### config.mk
export PLATFORM = sky130hd
export DESIGN_NAME = branch_unit
export DESIGN_NICKNAME = d
export VERILOG_FILES = /design/src/rtl/branch_unit.sv
export SDC_FILE = /design/constraint.sdc
export NUM_CORES = 1
export LEC_CHECK = 0
export CAP_MARGIN = 0
export CORE_UTILIZATION = 40
export CTS_CLUSTER_SIZE = 40
export DETAILED_ROUTE_END_ITERATION = 12
export PLACE_DENSITY_LB_ADDON = 0.3
export REMOVE_ABC_BUFFERS = 1
export SLEW_MARGIN = 20
export SYNTH_ARGS = -nofsm -noshare
export SYNTH_HDL_FRONTEND = slang
export SYNTH_SLANG_ARGS = --single-unit
export TNS_END_PERCENT = 30
### constraint.sdc
create_clock -name i_clk -period 2.75 [get_ports i_clk]
set_input_delay 0.55 -clock i_clk [delete_from_list [all_inputs] [get_ports i_clk]]
set_output_delay 0.55 -clock i_clk [all_outputs]
set_load 0.02 [all_outputs]
### src/rtl/branch_unit.sv
// -----------------------------------------------------------------------------
// branch_unit
//
// Branch resolution and prediction unit for the multicycle RISC-V core.
// The fetch state looks up a direction prediction from a direct-mapped table
// of 2-bit saturating counters. The execute state resolves B-type branches
// with full-width compares, trains the table, flags mispredictions and keeps
// saturating statistics.
//
// Ports
//   i_clk             system clock, rising edge
//   i_rst_n           asynchronous active-low reset
//   i_pred_req        prediction lookup request
//   i_pred_pc         PC of the instruction being fetched
//   o_pred_valid      one-cycle pulse, prediction result valid
//   o_pred_taken      predicted direction (MSB of the indexed counter)
//   i_res_valid       resolve request
//   i_res_op          instruction opcode
//   i_res_funct3      instruction funct3
//   i_res_pc          PC of the resolving instruction
//   i_rs1, i_rs2      compare operands
//   i_res_pred_taken  direction predicted earlier for this instruction
//   o_res_done        one-cycle pulse, resolve result valid
//   o_res_taken       actual branch outcome
//   o_res_mispredict  outcome differs from prediction
//   o_illegal_branch  branch opcode with reserved funct3
//   i_stats_clr       synchronous clear of the statistics counters
//   o_branch_cnt      resolved legal branches (saturating)
//   o_mispredict_cnt  mispredicted legal branches (saturating)
// -----------------------------------------------------------------------------
module branch_unit #(
  parameter int         XLEN      = 32,
  parameter int         BHT_DEPTH = 16,
  parameter logic [1:0] CNT_INIT  = 2'b01,
  parameter int         STAT_W    = 16
) (
  input  logic              i_clk,
  input  logic              i_rst_n,
  input  logic              i_pred_req,
  input  logic [XLEN-1:0]   i_pred_pc,
  output logic              o_pred_valid,
  output logic              o_pred_taken,
  input  logic              i_res_valid,
  input  logic [6:0]        i_res_op,
  input  logic [2:0]        i_res_funct3,
  input  logic [XLEN-1:0]   i_res_pc,
  input  logic [XLEN-1:0]   i_rs1,
  input  logic [XLEN-1:0]   i_rs2,
  input  logic              i_res_pred_taken,
  output logic              o_res_done,
  output logic              o_res_taken,
  output logic              o_res_mispredict,
  output logic              o_illegal_branch,
  input  logic              i_stats_clr,
  output logic [STAT_W-1:0] o_branch_cnt,
  output logic [STAT_W-1:0] o_mispredict_cnt
);

  localparam int         IDX_W     = $clog2(BHT_DEPTH);
  localparam logic [6:0] OP_BRANCH = 7'b1100011;

  logic [1:0]        r_bht [BHT_DEPTH];
  logic              r_pred_valid;
  logic              r_pred_taken;
  logic              r_res_done;
  logic              r_res_taken;
  logic              r_res_mispredict;
  logic              r_illegal_branch;
  logic [STAT_W-1:0] r_branch_cnt;
  logic [STAT_W-1:0] r_mispredict_cnt;

  logic [IDX_W-1:0]  w_pred_idx;
  logic [IDX_W-1:0]  w_res_idx;
  logic              w_is_branch;
  logic              w_reserved_f3;
  logic              w_legal;
  logic              w_cond;
  logic              w_mispredict;
  logic              w_update;
  logic [1:0]        w_ctr_old;
  logic [1:0]        w_ctr_new;
  logic              w_unused_pc;

  // Word-aligned PCs: bits [1:0] never participate in the index and upper
  // bits are dropped, so distinct PCs may alias onto one counter.
  assign w_pred_idx  = i_pred_pc[IDX_W+1:2];
  assign w_res_idx   = i_res_pc[IDX_W+1:2];
  assign w_unused_pc = ^{i_pred_pc[XLEN-1:IDX_W+2], i_pred_pc[1:0],
                         i_res_pc[XLEN-1:IDX_W+2], i_res_pc[1:0]};

  assign w_is_branch   = (i_res_op == OP_BRANCH);
  assign w_reserved_f3 = (i_res_funct3 == 3'b010) || (i_res_funct3 == 3'b011);
  assign w_legal       = w_is_branch && !w_reserved_f3;

  // Full-width condition evaluation for the six B-type compares.
  always_comb begin
    w_cond = 1'b0;
    unique case (i_res_funct3)
      3'b000:  w_cond = (i_rs1 == i_rs2);
      3'b001:  w_cond = (i_rs1 != i_rs2);
      3'b100:  w_cond = ($signed(i_rs1) <  $signed(i_rs2));
      3'b101:  w_cond = ($signed(i_rs1) >= $signed(i_rs2));
      3'b110:  w_cond = (i_rs1 <  i_rs2);
      3'b111:  w_cond = (i_rs1 >= i_rs2);
      default: w_cond = 1'b0;
    endcase
  end

  assign w_mispredict = w_cond ^ i_res_pred_taken;
  assign w_update     = i_res_valid && w_legal;

  // Next value of the trained counter, saturating at 0 and 3.
  assign w_ctr_old = r_bht[w_res_idx];
  always_comb begin
    w_ctr_new = w_ctr_old;
    if (w_cond) begin
      if (w_ctr_old != 2'b11) w_ctr_new = w_ctr_old + 2'b01;
    end else begin
      if (w_ctr_old != 2'b00) w_ctr_new = w_ctr_old - 2'b01;
    end
  end

  // Counter table. A lookup in the same cycle as an update reads the
  // registered (pre-update) value, giving read-before-write naturally.
  always_ff @(posedge i_clk or negedge i_rst_n) begin
    if (!i_rst_n) begin
      for (int i = 0; i < BHT_DEPTH; i++) r_bht[i] <= CNT_INIT;
    end else if (w_update) begin
      r_bht[w_res_idx] <= w_ctr_new;
    end
  end

  // Prediction pipeline stage. Direction is forced low when no result is
  // presented so the output is clean between pulses.
  always_ff @(posedge i_clk or negedge i_rst_n) begin
    if (!i_rst_n) begin
      r_pred_valid <= 1'b0;
      r_pred_taken <= 1'b0;
    end else begin
      r_pred_valid <= i_pred_req;
      r_pred_taken <= i_pred_req & r_bht[w_pred_idx][1];
    end
  end

  // Resolve pipeline stage. Only legal branches may report taken or
  // mispredicted; reserved funct3 only raises the illegal flag.
  always_ff @(posedge i_clk or negedge i_rst_n) begin
    if (!i_rst_n) begin
      r_res_done       <= 1'b0;
      r_res_taken      <= 1'b0;
      r_res_mispredict <= 1'b0;
      r_illegal_branch <= 1'b0;
    end else begin
      r_res_done       <= i_res_valid;
      r_res_taken      <= w_update & w_cond;
      r_res_mispredict <= w_update & w_mispredict;
      r_illegal_branch <= i_res_valid & w_is_branch & w_reserved_f3;
    end
  end

  // Statistics: clear has priority over a coincident increment, and both
  // counters stick at all-ones instead of wrapping.
  always_ff @(posedge i_clk or negedge i_rst_n) begin
    if (!i_rst_n) begin
      r_branch_cnt     <= '0;
      r_mispredict_cnt <= '0;
    end else if (i_stats_clr) begin
      r_branch_cnt     <= '0;
      r_mispredict_cnt <= '0;
    end else if (w_update) begin
      if (r_branch_cnt != '1)
        r_branch_cnt <= r_branch_cnt + STAT_W'(1);
      if (w_mispredict && (r_mispredict_cnt != '1))
        r_mispredict_cnt <= r_mispredict_cnt + STAT_W'(1);
    end
  end

  assign o_pred_valid     = r_pred_valid;
  assign o_pred_taken     = r_pred_taken;
  assign o_res_done       = r_res_done;
  assign o_res_taken      = r_res_taken;
  assign o_res_mispredict = r_res_mispredict;
  assign o_illegal_branch = r_illegal_branch;
  assign o_branch_cnt     = r_branch_cnt;
  assign o_mispredict_cnt = r_mispredict_cnt;

endmodule
==> flow_summary.ini, run 1 <==
[detailed_routing]
drt_iter0_drc = 343
wl_per_cell_um = 16.4
first_pass_iters = 4
viasPerCell = 5.53
ant_nets = 0
drt-total-wl_mm = 13.3
num_vias = 4494
drc = 0

[worst_setup_path]
cp_slowest_stage_delay_ns = 0.40
reg2reg_from = o_mispredict_cnt[5]
crit_chain = clkdlybuf4s50_1, ha_1, a21oi_2, o21ai_1, a21oi_1, o21ai_2, nor3b_2, mux2i_2, nor2_4, buf_6, maj3_2, mux2_2
critical_path_class = input pin to flip-flop
critPathArrivalTime_ns = 3.11
startpoint = i_rs1[12]
crit_family = multiplexers
crit_buf_inv = 2
cpMaxStageDelayCell = clkdlybuf4s50_1
crit_path_max_fanout = 8
worstPathRequired_ns = 2.97
endpoint_kind = flip-flop
rrSetupSlack_ns = 0.32
cp-start-kind = input pin

[logic_synthesis]
synth_top_area_cell = dfrtp_1
yosysTopAreaCellShare = 0.276
synthDistinctLibCells = 43
yosys-mux-area-fraction = 0.217
syn_area_per_cell_um2 = 9.82
synth-xor-area-share = 0.0197
synth_edf_count = 0
syn-cell-area_um2 = 4900
synthSimpleGateAreaFrac = 0.211
synth_compound_area_frac = 0.0467
ys_ff_latch = 70
synthCells = 499
synthArstFlopShare = 1.00
synth_area_leaders = dfrtp_1 28%, mux2_2 8.7%, ha_1 8.7%
synth-adder-area-share = 0.0914
yosys_warnings = 0
yosysSeqAreaShare = 0.362
synth_flop_cell = dfrtp_1
synth_top_family_by_area = multiplexers

[floorplanning]
die_x_um = 113
die_h_um = 113
ios = 182
die_area_um2 = 12700
start_util = 0.410
core_um2 = 12000
num_rows = 40

[global_route]
grtUsageTotal = 0.218
grt_pass1_vias = 4546
grt_pass1_wl_mm = 21.8
grt-ovfl-total = 0
grt_max_degree = 71
antenna_found_initial = 0

[timing]
finalSetupViolCount = 47
period_share = 1.05
rsz0062_at_grt = yes
final.setup_skew_ns = 0.00664
finalCriticalPeriod_ns = 2.89
slew_violations = 0
fmax_mhz = 347
hold_violations = 0
max-slew-margin-rel = 0.680
setup_ws_ns = -0.136
tightest_slew_ns = 0.480

[cells_and_area]
final_common_cell = clkdlybuf4s50_1
layout_common_cells = 61 x clkdlybuf4s50_1, 54 x dfrtp_1, 50 x nor2_1
finalNetCount = 838
final_cells = 812
antenna_cells = 0
drive_gt1_frac = 0.364
syn_to_final_growth_pct = 50.3

[pwr]
peakVddDrop_mv = 0.262
p_total_w = 0.00279
power.leakage_nw = 3.17
powerDensity_nw_per_um2 = 379

[status]
status = finished with violations
violations = negative setup slack

[clock_tree]
clock_latency_ns = 0.34
cts.clk_slew.worst_paths_ns = 0.06
cts.sinks = 70
htreeDepth = 3
clock_tree.root_cell = clkbuf_16
tritoncts = done
numCtsBuffers = 9
clock_path_buffers = 2

[min_path]
hp-class = input pin to async pin

[flow_run]
maxCapViolCount = 0

[placement]
dpl.cell_count = 787
numPortBuffers = 125
pre_cts_ws_ns = -1.01
finalWeightedCongestion = 0.798
detailed_place_hpwl_mm = 9.16
## through the flow
stage | setup TNS, ns | util | hold slack, ns | cell area (um^2)
after floorplan | -11.29 | - | 0.254 | 4790
after global placement | -40.62 | 0.549 | 0.506 | 6560
after detailed placement | -44.86 | 0.549 | 0.521 | 6560
after CTS | -3.55 | 0.608 | 0.243 | 7270
after global routing | -10.61 | 0.616 | 0.258 | 7360
final | -4.37 | 0.616 | 0.197 | 7360
## cell usage after synthesis, types with 2 or more instances
cell type,number
o21ai_0,12
nor2b_1,18
mux2_2,38
buf_6,2
xnor2_1,3
inv_1,39
dfstp_2,16
ha_1,34
xor2_1,8
dfrtp_1,54
nand3_1,24
nor4_1,4
nand4_1,30
and2_1,2
nor2_1,51
nand2_1,24
and3_1,9
nor3_1,13
clkbuf_1,17
or3_1,8
maj3_2,2
a31oi_1,2
nand2b_1,8
a21oi_1,23
mux4_2,15
mux2_1,9
mux2i_1,18
## path summary, 6_finish.rpt
kind / end / cells after the start
min: o_branch_cnt[0] / 2
max reg2reg: o_mispredict_cnt[4] / 9
max in group asynchronous: r_bht[6] / 2
min in group i_clk: r_bht[27] / 1
min reg2reg: r_bht[27] / 1
max: r_bht[21] / 12
## cell type report
cell class / count / area [um^2]
Sequential cell: 70 / 1770
Timing Repair Buffer: 169 / 1530
Tap cell: 147 / 184
Fill cell: 947 / 4600
Multi-Input combinational cell: 370 / 3400
Clock inverter: 7 / 96.3
Inverter: 40 / 155
Clock buffer: 9 / 225
## where the power goes
group	switching, W	internal [W]	leakage, nW
Sequential	0.00000124	0.00104	0.915
Combinational	0.000236	0.000263	2.09
Clock	0.000458	0.000796	0.160
Total	0.000695	0.00209	3.17
## registers in the layout (all words and copies together), names as in the netlist
signal / cells
o_res_done: 1
o_mispredict_cnt: 16
o_illegal_branch: 1
o_pred_taken: 1
o_res_mispredict: 1
r_bht: 32
o_pred_valid: 1
o_res_taken: 1
o_branch_cnt: 16
## cells by family after synthesis
family | after synthesis
and+or+nand+nor | 198
AOI/OAI and AO/OA | 42
xor gates and xnor gates | 11
buffers and inverters | 61
adders and majority gates | 36
DFF | 70
muxes | 81
## per-layer routing
layer,global-route usage,wire (um)
met1,0.264,5530
met2,0.370,6530
met3,0.0513,942
met4,0.0933,319
met5,0,0
## what timing repair did
action | in CTS | in global routing
gates resized for setup | 233 | 42
gates cloned | 2 | 1
setup endpoints to repair | 49 | 52
pin swaps | 39 | 19
hold buffers | 0 | 0
buffers inserted | 7 | 1
Note: power is estimated with default switching activity, not from simulation.
==> run 2: changes to the inputs <==
--- a/config.mk
+++ b/config.mk
@@ -11,6 +11,7 @@
 export DETAILED_ROUTE_END_ITERATION = 12
 export PLACE_DENSITY_LB_ADDON = 0.3
 export REMOVE_ABC_BUFFERS = 1
+export SKIP_CTS_REPAIR_TIMING = 1
 export SLEW_MARGIN = 20
 export SYNTH_ARGS = -nofsm -noshare
 export SYNTH_HDL_FRONTEND = slang
==> run 2 against run 1 <==
  * Critical endpoint is now o_mispredict_cnt[5]
  * First-iteration DRC count decreased by 17%
  * Highest routed layer unchanged
  * Total power increased by 1.0%
  * Die area unchanged
  * Flip-flop and latch count unchanged
  * Clock-buffer cell count unchanged
  * Sequential power about the same
  * The run still ends with negative setup slack left
  * Setup slack got worse by 0.11 ns
  * Combinational power increased by 5.6%
==> flow_summary.ini, run 2 (same netlist as run 1, synthesis figures left out) <==
[cells_and_area]
drive_gt1_frac = 0.329
final_core_util = 0.635
stdcell_area_um2 = 7600
antenna_cells = 0
finalNetCount = 836
largest_reg_flops = 32
layout_common_cells = 62 x clkdlybuf4s50_1, 54 x dfrtp_1, 52 x dlymetal6s2s_1
top_register = r_bht
syn_to_final_growth_pct = 55.2
final_common_cell = clkdlybuf4s50_1

[global_route]
grt_pass1_wl_mm = 19.9
grt_max_degree = 71
grt_pass1_vias = 4240
grt-ovfl-total = 0
grtUsageTotal = 0.198
antenna_found_initial = 0

[timing]
max-slew-margin-rel = 0.672
rsz0062_at_grt = yes
fmax_mhz = 334
finalSetupViolCount = 48
finalCriticalPeriod_ns = 2.99
final.setup.tns_ns = -7.28
period_share = 1.09
slew_violations = 0
hold_violations = 0
worst_hold_slack_ns = 0.204
tightest_slew_ns = 0.493
setup_ws_ns = -0.243
final.setup_skew_ns = 0.00720

[pwr]
peakVddDrop_mv = 0.258
powerDensity_nw_per_um2 = 371
power.leakage_nw = 3.59

[detailed_routing]
viasPerCell = 5.56
drc = 0
num_vias = 4500
first_pass_iters = 4
wl_per_cell_um = 16.7
drt-total-wl_mm = 13.5
ant_nets = 0
drt_iter0_drc = 285

[clock_tree]
htreeDepth = 3
clock_tree.root_cell = clkbuf_16
tritoncts = done
cts.clk_slew.worst_paths_ns = 0.06
clock_latency_ns = 0.34
cts.sinks = 70
clock_path_buffers = 2
numCtsBuffers = 9

[worst_setup_path]
crit_path_max_fanout = 7
crit_buf_inv = 2
path_depth = 12
critPathArrivalTime_ns = 3.21
cp_slowest_stage_delay_ns = 0.39
worstPathRequired_ns = 2.97
reg2reg_to = o_mispredict_cnt[5]
reg2regPathDepth = 9
reg2reg_from = o_mispredict_cnt[5]
cp-start-kind = input pin
critical_path_class = input pin to flip-flop
rrSetupSlack_ns = 0.30
crit_chain = dlymetal6s2s_1, ha_4, nand4_1, nor4_4, nand3_2, nand4_1, o311a_1, mux2i_2, nor2_4, clkbuf_16, mux2i_1, mux2_2
cpMaxStageDelayCell = nor4_4
path_common_cell = nand4_1
crit_family = simple AND/OR/NAND/NOR gates
endpoint_kind = flip-flop

[flow_run]
maxCapViolCount = 0

[floorplanning]
die_x_um = 113
die_area_um2 = 12700
die_h_um = 113
ios = 182
num_rows = 40
core_um2 = 12000
start_util = 0.410

[placement]
finalWeightedCongestion = 0.798
detailed_place_hpwl_mm = 9.16
placed_area_um2 = 6560
numPortBuffers = 125

[status]
violations = negative setup slack
status = finished with violations

[min_path]
hp-class = input pin to async pin
==> run 2: cell types whose count changed in the layout (fill, tap and decap cells not counted), sizes merged <==
| cell | change |
|---|---|
| clkdlybuf4s50 | +1 |
| dlymetal6s2s | +52 |
| clkdlybuf4s15 | -1 |
| buf | -27 |
| clkbuf | +1 |
| dlygate4sd2 | -28 |
==> run 2: metrics by stage <==
stage          worst slack [ns]  cells  total power (W)
4_1_cts                  -0.661    803          0.00273
6_report                 -0.243    810          0.00282
5_1_grt                  -0.341    810          0.00293
2_1_floorplan            -0.381    478          0.00121
3_3_place_gp             -0.845    787          0.00146
3_5_place_dp              -1.01    787          0.00147
==> run 2: report_power, final <==
part           internal, W  switching (W)  total [W]
combinational     0.000287       0.000239   0.000526
clock             0.000796       0.000459    0.00126
sequential         0.00104     0.00000115    0.00104
total              0.00212       0.000699    0.00282
==> run 2: area by class of cell <==
| class | count | area [um^2] |
|---|---|---|
| clock inverters | 7 | 96.3 |
| well taps | 147 | 184 |
| inverters | 40 | 158 |
| clock buffers | 9 | 225 |
| multi-input cells | 370 | 3380 |
| repair buffers | 167 | 1790 |
| fillers | 908 | 4360 |
| flip-flops and latches | 70 | 1770 |
==> run 2: how the worst max path moves through the flow <==
stage | end | slack (ns) | from
finish | o_mispredict_cnt[5] | -0.24 | i_rs1[31]
detailed placement | o_mispredict_cnt[7] | -1.01 | i_rs2[25]
global route | o_mispredict_cnt[5] | -0.34 | i_rs1[31]
CTS | o_mispredict_cnt[2] | -0.66 | i_rs2[25]
floorplan | o_mispredict_cnt[0] | -0.38 | i_rs2[25]
global placement | o_mispredict_cnt[4] | -0.85 | i_rs2[25]
==> run 2: layer usage <==
metal / share of wire / global-route usage
met3: 0.076 / 0.0475
met5: 0 / 0
met2: 0.50 / 0.345
met4: 0.016 / 0.0720
met1: 0.41 / 0.238
